<file path="src/rtl/button_io_responder_pkg.sv">
// rtl/button_io_responder_pkg.sv - shared types, register map and decode for the button responder
package button_io_responder_pkg;

  localparam int DATA_W     = 32;
  localparam int ADDR_W     = 32;
  localparam int BUTTON_NUM = 3;
  localparam int COUNT_W    = 8;

  typedef logic [DATA_W-1:0]  data_path_t;
  typedef logic [ADDR_W-1:0]  data_addr_path_t;
  typedef logic [COUNT_W-1:0] press_count_t;

  localparam data_addr_path_t BTN_STATE_ADDR = 32'h0000_FF20;
  localparam data_addr_path_t BTN_EVENT_ADDR = 32'h0000_FF24;
  localparam data_addr_path_t BTN_COUNT_ADDR = 32'h0000_FF28;

  typedef enum logic [1:0] {
    REG_NONE,
    REG_STATE,
    REG_EVENT,
    REG_COUNT
  } reg_sel_e;

  function automatic reg_sel_e decode_addr(input data_addr_path_t addr);
    case (addr)
      BTN_STATE_ADDR: return REG_STATE;
      BTN_EVENT_ADDR: return REG_EVENT;
      BTN_COUNT_ADDR: return REG_COUNT;
      default:        return REG_NONE;
    endcase
  endfunction

endpackage

</file>
<file path="src/rtl/button_io_responder_if.sv">
// rtl/button_io_responder_if.sv - single-cycle CPU data-bus port of the button responder
interface button_io_responder_if;
  import button_io_responder_pkg::*;

  data_addr_path_t data_addr;
  data_path_t      data_from_cpu;
  logic            data_we;
  logic            hit;
  data_path_t      data_to_cpu;

  modport master (
    output data_addr,
    output data_from_cpu,
    output data_we,
    input  hit,
    input  data_to_cpu
  );

  modport slave (
    input  data_addr,
    input  data_from_cpu,
    input  data_we,
    output hit,
    output data_to_cpu
  );

endinterface

</file>
<file path="src/rtl/button_io_responder_debouncer.sv">
// rtl/button_io_responder_debouncer.sv - one button: 2-flop synchronizer, debounce counter, accepted level
// o_rise is combinational and marks the edge at which a 0->1 level change is accepted.
module button_io_responder_debouncer #(
  parameter int DEBOUNCE_CYCLES = 16
) (
  input  logic i_clk,
  input  logic i_rst,
  input  logic i_btn,
  output logic o_level,
  output logic o_rise
);

  localparam int CNT_W = (DEBOUNCE_CYCLES > 1) ? $clog2(DEBOUNCE_CYCLES) : 1;
  localparam logic [CNT_W-1:0] CNT_MAX = CNT_W'(DEBOUNCE_CYCLES - 1);

  logic [1:0]       r_sync;
  logic             r_level;
  logic [CNT_W-1:0] r_cnt;
  logic             w_differ;
  logic             w_done;

  assign w_differ = r_sync[1] ^ r_level;
  assign w_done   = w_differ && (r_cnt == CNT_MAX);

  always_ff @(posedge i_clk) begin
    if (!i_rst) begin
      r_sync  <= '0;
      r_level <= 1'b0;
      r_cnt   <= '0;
    end else begin
      r_sync <= {r_sync[0], i_btn};
      // The counter only survives a run of consecutive differing samples.
      if (w_done) begin
        r_level <= ~r_level;
        r_cnt   <= '0;
      end else if (w_differ) begin
        r_cnt <= r_cnt + CNT_W'(1);
      end else begin
        r_cnt <= '0;
      end
    end
  end

  assign o_level = r_level;
  assign o_rise  = w_done & ~r_level;

endmodule

</file>
<file path="src/rtl/button_io_responder.sv">
// rtl/button_io_responder.sv - debounced buttons exposed as state, sticky W1C events and press counters
// Reads are purely combinational; writes land on the clock edge where data_we qualifies a hit.
module button_io_responder
  import button_io_responder_pkg::*;
#(
  parameter int DEBOUNCE_CYCLES = 16
) (
  input  logic                  i_clk,
  input  logic                  i_rst,
  input  logic [BUTTON_NUM-1:0] i_btn_in,
  button_io_responder_if.slave  bus
);

  logic [BUTTON_NUM-1:0] w_level;
  logic [BUTTON_NUM-1:0] w_rise;
  logic [BUTTON_NUM-1:0] r_event;
  press_count_t          r_count [BUTTON_NUM];
  reg_sel_e              w_sel;
  logic                  w_wr_event;
  logic                  w_wr_count;
  data_path_t            w_rdata;
  logic                  w_unused;

  for (genvar g = 0; g < BUTTON_NUM; g++) begin : g_btn
    button_io_responder_debouncer #(
      .DEBOUNCE_CYCLES(DEBOUNCE_CYCLES)
    ) u_debouncer (
      .i_clk   (i_clk),
      .i_rst   (i_rst),
      .i_btn   (i_btn_in[g]),
      .o_level (w_level[g]),
      .o_rise  (w_rise[g])
    );
  end

  assign w_sel      = decode_addr(bus.data_addr);
  assign w_wr_event = bus.data_we && (w_sel == REG_EVENT);
  assign w_wr_count = bus.data_we && (w_sel == REG_COUNT);
  assign w_unused   = ^bus.data_from_cpu[DATA_W-1:BUTTON_NUM];

  // A same-edge acceptance beats a software clear, both for events and counters.
  always_ff @(posedge i_clk) begin
    if (!i_rst) begin
      r_event <= '0;
      for (int i = 0; i < BUTTON_NUM; i++) begin
        r_count[i] <= '0;
      end
    end else begin
      for (int i = 0; i < BUTTON_NUM; i++) begin
        r_event[i] <= w_rise[i] | (r_event[i] & ~(w_wr_event & bus.data_from_cpu[i]));
        if (w_rise[i]) begin
          r_count[i] <= w_wr_count ? press_count_t'(1) : r_count[i] + press_count_t'(1);
        end else if (w_wr_count) begin
          r_count[i] <= '0;
        end
      end
    end
  end

  always_comb begin
    w_rdata = '0;
    case (w_sel)
      REG_STATE: w_rdata[BUTTON_NUM-1:0] = w_level;
      REG_EVENT: w_rdata[BUTTON_NUM-1:0] = r_event;
      REG_COUNT: begin
        for (int i = 0; i < BUTTON_NUM; i++) begin
          w_rdata[i*COUNT_W +: COUNT_W] = r_count[i];
        end
      end
      default: w_rdata = '0;
    endcase
  end

  assign bus.hit         = (w_sel != REG_NONE);
  assign bus.data_to_cpu = w_rdata;

endmodule

</file>
<file path="src/flat_wrapper.sv">
// flat-port wrapper written by rule: the top's interface ports become plain ports
module button_io_responder_flat import button_io_responder_pkg::*;
#(
  parameter int DEBOUNCE_CYCLES = 16
)
  (i_clk, i_rst, i_btn_in, bus_data_addr, bus_data_from_cpu, bus_data_we, bus_hit, bus_data_to_cpu);
  button_io_responder_if bus_i ();
  input  logic i_clk;
  input  logic i_rst;
  input  logic [BUTTON_NUM-1:0] i_btn_in;
  input wire logic [$bits(bus_i.data_addr)-1:0] bus_data_addr;
  input wire logic [$bits(bus_i.data_from_cpu)-1:0] bus_data_from_cpu;
  input wire logic [$bits(bus_i.data_we)-1:0] bus_data_we;
  output wire logic [$bits(bus_i.hit)-1:0] bus_hit;
  output wire logic [$bits(bus_i.data_to_cpu)-1:0] bus_data_to_cpu;
  assign bus_i.data_addr = bus_data_addr;
  assign bus_i.data_from_cpu = bus_data_from_cpu;
  assign bus_i.data_we = bus_data_we;
  assign bus_hit = bus_i.hit;
  assign bus_data_to_cpu = bus_i.data_to_cpu;
  button_io_responder #(.DEBOUNCE_CYCLES(DEBOUNCE_CYCLES)) u_core (.i_clk(i_clk), .i_rst(i_rst), .i_btn_in(i_btn_in), .bus(bus_i));
endmodule
</file>
<file path="config.mk">
export PLATFORM = sky130hd
export DESIGN_NAME = button_io_responder_flat
export DESIGN_NICKNAME = d
export VERILOG_FILES = /design/src/rtl/button_io_responder_pkg.sv /design/src/rtl/button_io_responder_if.sv /design/src/rtl/button_io_responder_debouncer.sv /design/src/rtl/button_io_responder.sv /design/src/flat_wrapper.sv
export SDC_FILE = /design/constraint.sdc
export NUM_CORES = 1
export LEC_CHECK = 0
export ABC_AREA = 1
export BUFFER_PORTS_ARGS = -buffer_cell sky130_fd_sc_hd__buf_2
export CAP_MARGIN = 20
export CORE_ASPECT_RATIO = 1.4
export CORE_MARGIN = 2
export CORE_UTILIZATION = 49
export DETAILED_ROUTE_END_ITERATION = 6
export HOLD_SLACK_MARGIN = 0.08
export PLACE_DENSITY_LB_ADDON = 0.15
export RECOVER_POWER = 50
export SLEW_MARGIN = 20
export SYNTH_ARGS = -nofsm -noshare
export SYNTH_HDL_FRONTEND = slang
export SYNTH_SLANG_ARGS = --single-unit
</file>
<file path="constraint.sdc">
create_clock -name i_clk -period 2.28 [get_ports i_clk]
set_clock_uncertainty 0.2 [all_clocks]
set_input_delay 0.456 -clock i_clk [delete_from_list [all_inputs] [get_ports i_clk]]
set_output_delay 0.456 -clock i_clk [all_outputs]
set_load 0.02 [all_outputs]
</file>
==> impl_metrics.csv <==
group,metric,value,unit
power_and_ir_drop,ir_drop,0.4449,mV
route,postRouteAntennaNets,0,
logic_synthesis,synth.avg_cell_area,7.525,um^2
clocking,cts_tree,"yes",
floorplanning,rows,31,
sta,rsz0062_at_grt,"yes",
clocking,cts.sinks,48,
sta,slew_violations,0,
logic_synthesis,synth.distinct_cells,33,
floorplanning,die-area,0.006034,mm^2
clocking,hold_buffers,0,
setup_path,endpoint,"bus_data_to_cpu[18]",
floorplanning,pin_count,103,
logic_synthesis,yosys-top-cells-count,"nor2_1 (72), nand2_1 (57), inv_1 (49)",
placed_design,place_inst,491,
placed_design,place_area,0.003142,mm^2
grt,antenna_found_initial,0,
grt,grt.overflow.total,0,
setup_path,critPathLaunchType,"input port",
sta,period_minus_slack,2.338,ns
final_layout,multiInputGateArea,0.001479,mm^2
setup_path,crit_path_frequent_cell,"nor2_4",
placed_design,gp_congestion,0.8727,
setup_path,cp_top_family,"simple AND/OR/NAND/NOR gates",
setup_path,critical_path_depth,10,
grt,grt_max_degree,22,
hold_path,hold_path_startpoint,"i_btn_in[1]",
outcome,status,"finished with violations",
sta,hold_viol,0,
route,routed-wl-met2,3.598,mm
route,dr.pass1.iters,4,
route,highest_layer,"met4",
logic_synthesis,yosys_warnings,0,
setup_path,worstPathCellList,"buf_6, nor2_4, nand2_2, nor2_4, nand3_2, nor2_4, nand2_2, buf_12, nor2_1, buf_4",
setup_path,cp_num_buf_inv,3,
placed_design,port_buffers,65,
clocking,clk_path_buf_depth,2,
logic_synthesis,synth_most_common_cell,"nor2_1",
sta,worst_slack,-0.05769,ns
run,cap_violations,0,
logic_synthesis,synth_area,0.002656,mm^2
setup_path,end_kind,"primary output",
grt,grt_pass1_vias,2413,
sta,fmax,0.4278,GHz
floorplanning,die_x,66.23,um
floorplanning,coreArea,0.005197,mm^2
sta,holdWs,0.1407,ns
logic_synthesis,postSynthCellCount,353,
sta,fin_setup_tns,-0.5324,ns
final_layout,fillers,419,
setup_path,r2r-start,"u_core.g_btn[1].u_debouncer.r_cnt[0]$_SDFF_PP0_",
grt,track_usage,20.29,%
grt,grt_pass1_wl,9.749,mm
sta,slew-limit-headroom,58.63,%
setup_path,criticalPathCategory,"input port to primary output",
hold_path,hold_path_class,"input port to flop",
clocking,htreeDepth,2,
outcome,failed_checks,"negative setup slack",
route,drt-initial-drc-count,77,
sta,tightest_slew,0.6206,ns
route,wl_per_cell,12.45,um
route,drcViolationCount,0,
logic_synthesis,ys_ff_latch,48,
clocking,clk_latency,0.29,ns
logic_synthesis,ys_async_sr_fraction,0,%
setup_path,cp_max_fo,21,
route,vias,2523,
logic_synthesis,synth_edf_count,16,
setup_path,cp.required,1.62,ns
power_and_ir_drop,total_power,1608,uW
clocking,cts-root-buf,"clkbuf_8",
setup_path,cp.arrival,1.68,ns
final_layout,area_growth_syn_to_layout,40.23,%
clocking,cts_buffers,5,
route,drt-met1-wl,2.378,mm
route,dr_wl_met3,194,um
floorplanning,die_y,91.12,um
setup_path,startpoint,"bus_data_addr[27]",
final_layout,n_antenna_cell,0,
clocking,clk_pin_slew,0.08,ns
final_layout,register_area,0.001121,mm^2
sta,setup_viol,23,
logic_synthesis,ys_seq_area_share,42.20,%
logic_synthesis,synth_top_area_cell,"dfxtp_1",
setup_path,timing.rr.end,"u_core.r_count[1][0]$_SDFFCE_PP0P_",
final_layout,fin_nets,520,
setup_path,reg2reg_slack,0.30,ns
power_and_ir_drop,p_leak,0.001652,uW
route,wirelength,6.360,mm
final_layout,final_area,0.003725,mm^2
logic_synthesis,netlist.area_leader.share,24.12,%
final_layout,drive_gt1_share,34.83,%
sta,period_share,102.5,%
final_layout,final_cells,511,
setup_path,worst_r2r_path_depth,9,
placed_design,dp_hpwl,4.275,mm
floorplanning,floorplan.initialDensity,51.11,%
route,vias_per_cell,4.937,
setup_path,cpMaxStageDelayCell,"buf_12",
logic_synthesis,synthFlopType,"dfxtp_1",
logic_synthesis,synthTopCellsByArea,"dfxtp_1 (24%), edfxtp_1 (18%), nor2_1 (10%)",
power_and_ir_drop,power_density,431.6,mW/mm^2
setup_path,max_stage_delay,0.17,ns
final cells by class:
class,count,area share [%]
Inverter,51,5.139
Clock buffer,7,2.318
Multi-Input combinational cell,247,39.70
Sequential cell,48,30.10
Clock inverter,1,0.1680
Tap cell,66,2.217
Timing Repair Buffer,91,20.36
cells in the final DEF (no fill, tap or decap), types with 19 or more instances in the layout:
cell type  synthesis  routed
nand3_1           31      29
nor2_1            72      45
dfxtp_1           32      32
buf_6              1      27
buf_4              8      32
nand2_1           57      45
nor2_4             2      19
inv_1             49      46
buf_2              1      27
repair_timing:
action | 4_1_cts | 5_1_grt
pin swaps | 18 | 22
buffers inserted | 10 | 3
gates resized for setup | 39 | 79
setup endpoints to repair | 24 | 28
where the power goes:
group / internal (uW) / switching [uW]
Sequential: 900 / 14.9
Clock: 247 / 265
Combinational: 85.7 / 94.6
registers in the layout (all words and copies together) (netlist names):
| signal | flops |
|---|---|
| u_core.g_btn.u_debouncer.r_cnt | 12 |
| u_core.r_event | 3 |
| u_core.g_btn.u_debouncer.o_level | 3 |
| u_core.g_btn.u_debouncer.r_sync | 6 |
| u_core.r_count | 24 |
worst register-to-register path, stage by stage, from the launching register on:
cell     delay [ns]
dfxtp_1        0.36
ha_1           0.19
nand3_1        0.15
nor2_1         0.17
nand2_1        0.12
nand3_1        0.12
nand2_1        0.08
nand2_2        0.21
o21ai_1        0.10
nor2_1         0.12
logic make-up (layout without fill, tap and decap cells):
kind of cell | after synthesis | after routing | synth area share (%)
buffers and inverters | 65 | 150 | 10.65
and+or+nand+nor | 185 | 185 | 31.14
adders and majority gates | 6 | 6 | 2.826
AOI/OAI and AO/OA | 25 | 25 | 5.464
DFF | 48 | 48 | 42.20
other | 1 | 8 | 0.1412
xor gates and xnor gates | 23 | 23 | 7.583
layer usage:
metal  track usage [%]  vias to the layer above
met5                 0                        -
li1                  -                     1282
met1             20.81                     1161
met4             8.844                        0
met2             38.00                       60
met3             4.089                       20
stage by stage:
stage	utilization (%)	setup WS [ns]
final	71.67	-0.05769
after floorplan	-	-0.03375
after global placement	60.45	-0.1186
after global routing	71.67	-0.1347
after detailed placement	60.45	-0.1403
after CTS	66.37	-0.03474
worst min path at each step:
stage                                                                   to  slack [ns]  depth (start not counted)
after floorplan           u_core.g_btn[0].u_debouncer.r_sync[1]$_SDFF_PN0_        0.19                          2
after global placement    u_core.g_btn[1].u_debouncer.r_sync[1]$_SDFF_PN0_        0.19                          2
after detailed placement  u_core.g_btn[2].u_debouncer.r_sync[1]$_SDFF_PN0_        0.20                          2
after CTS                 u_core.g_btn[1].u_debouncer.r_sync[0]$_SDFF_PN0_        0.13                          3
after global routing      u_core.g_btn[0].u_debouncer.r_sync[0]$_SDFF_PN0_        0.15                          3
final                     u_core.g_btn[1].u_debouncer.r_sync[0]$_SDFF_PN0_        0.14                          3
No activity file was read; power rests on OpenSTA's default activity.
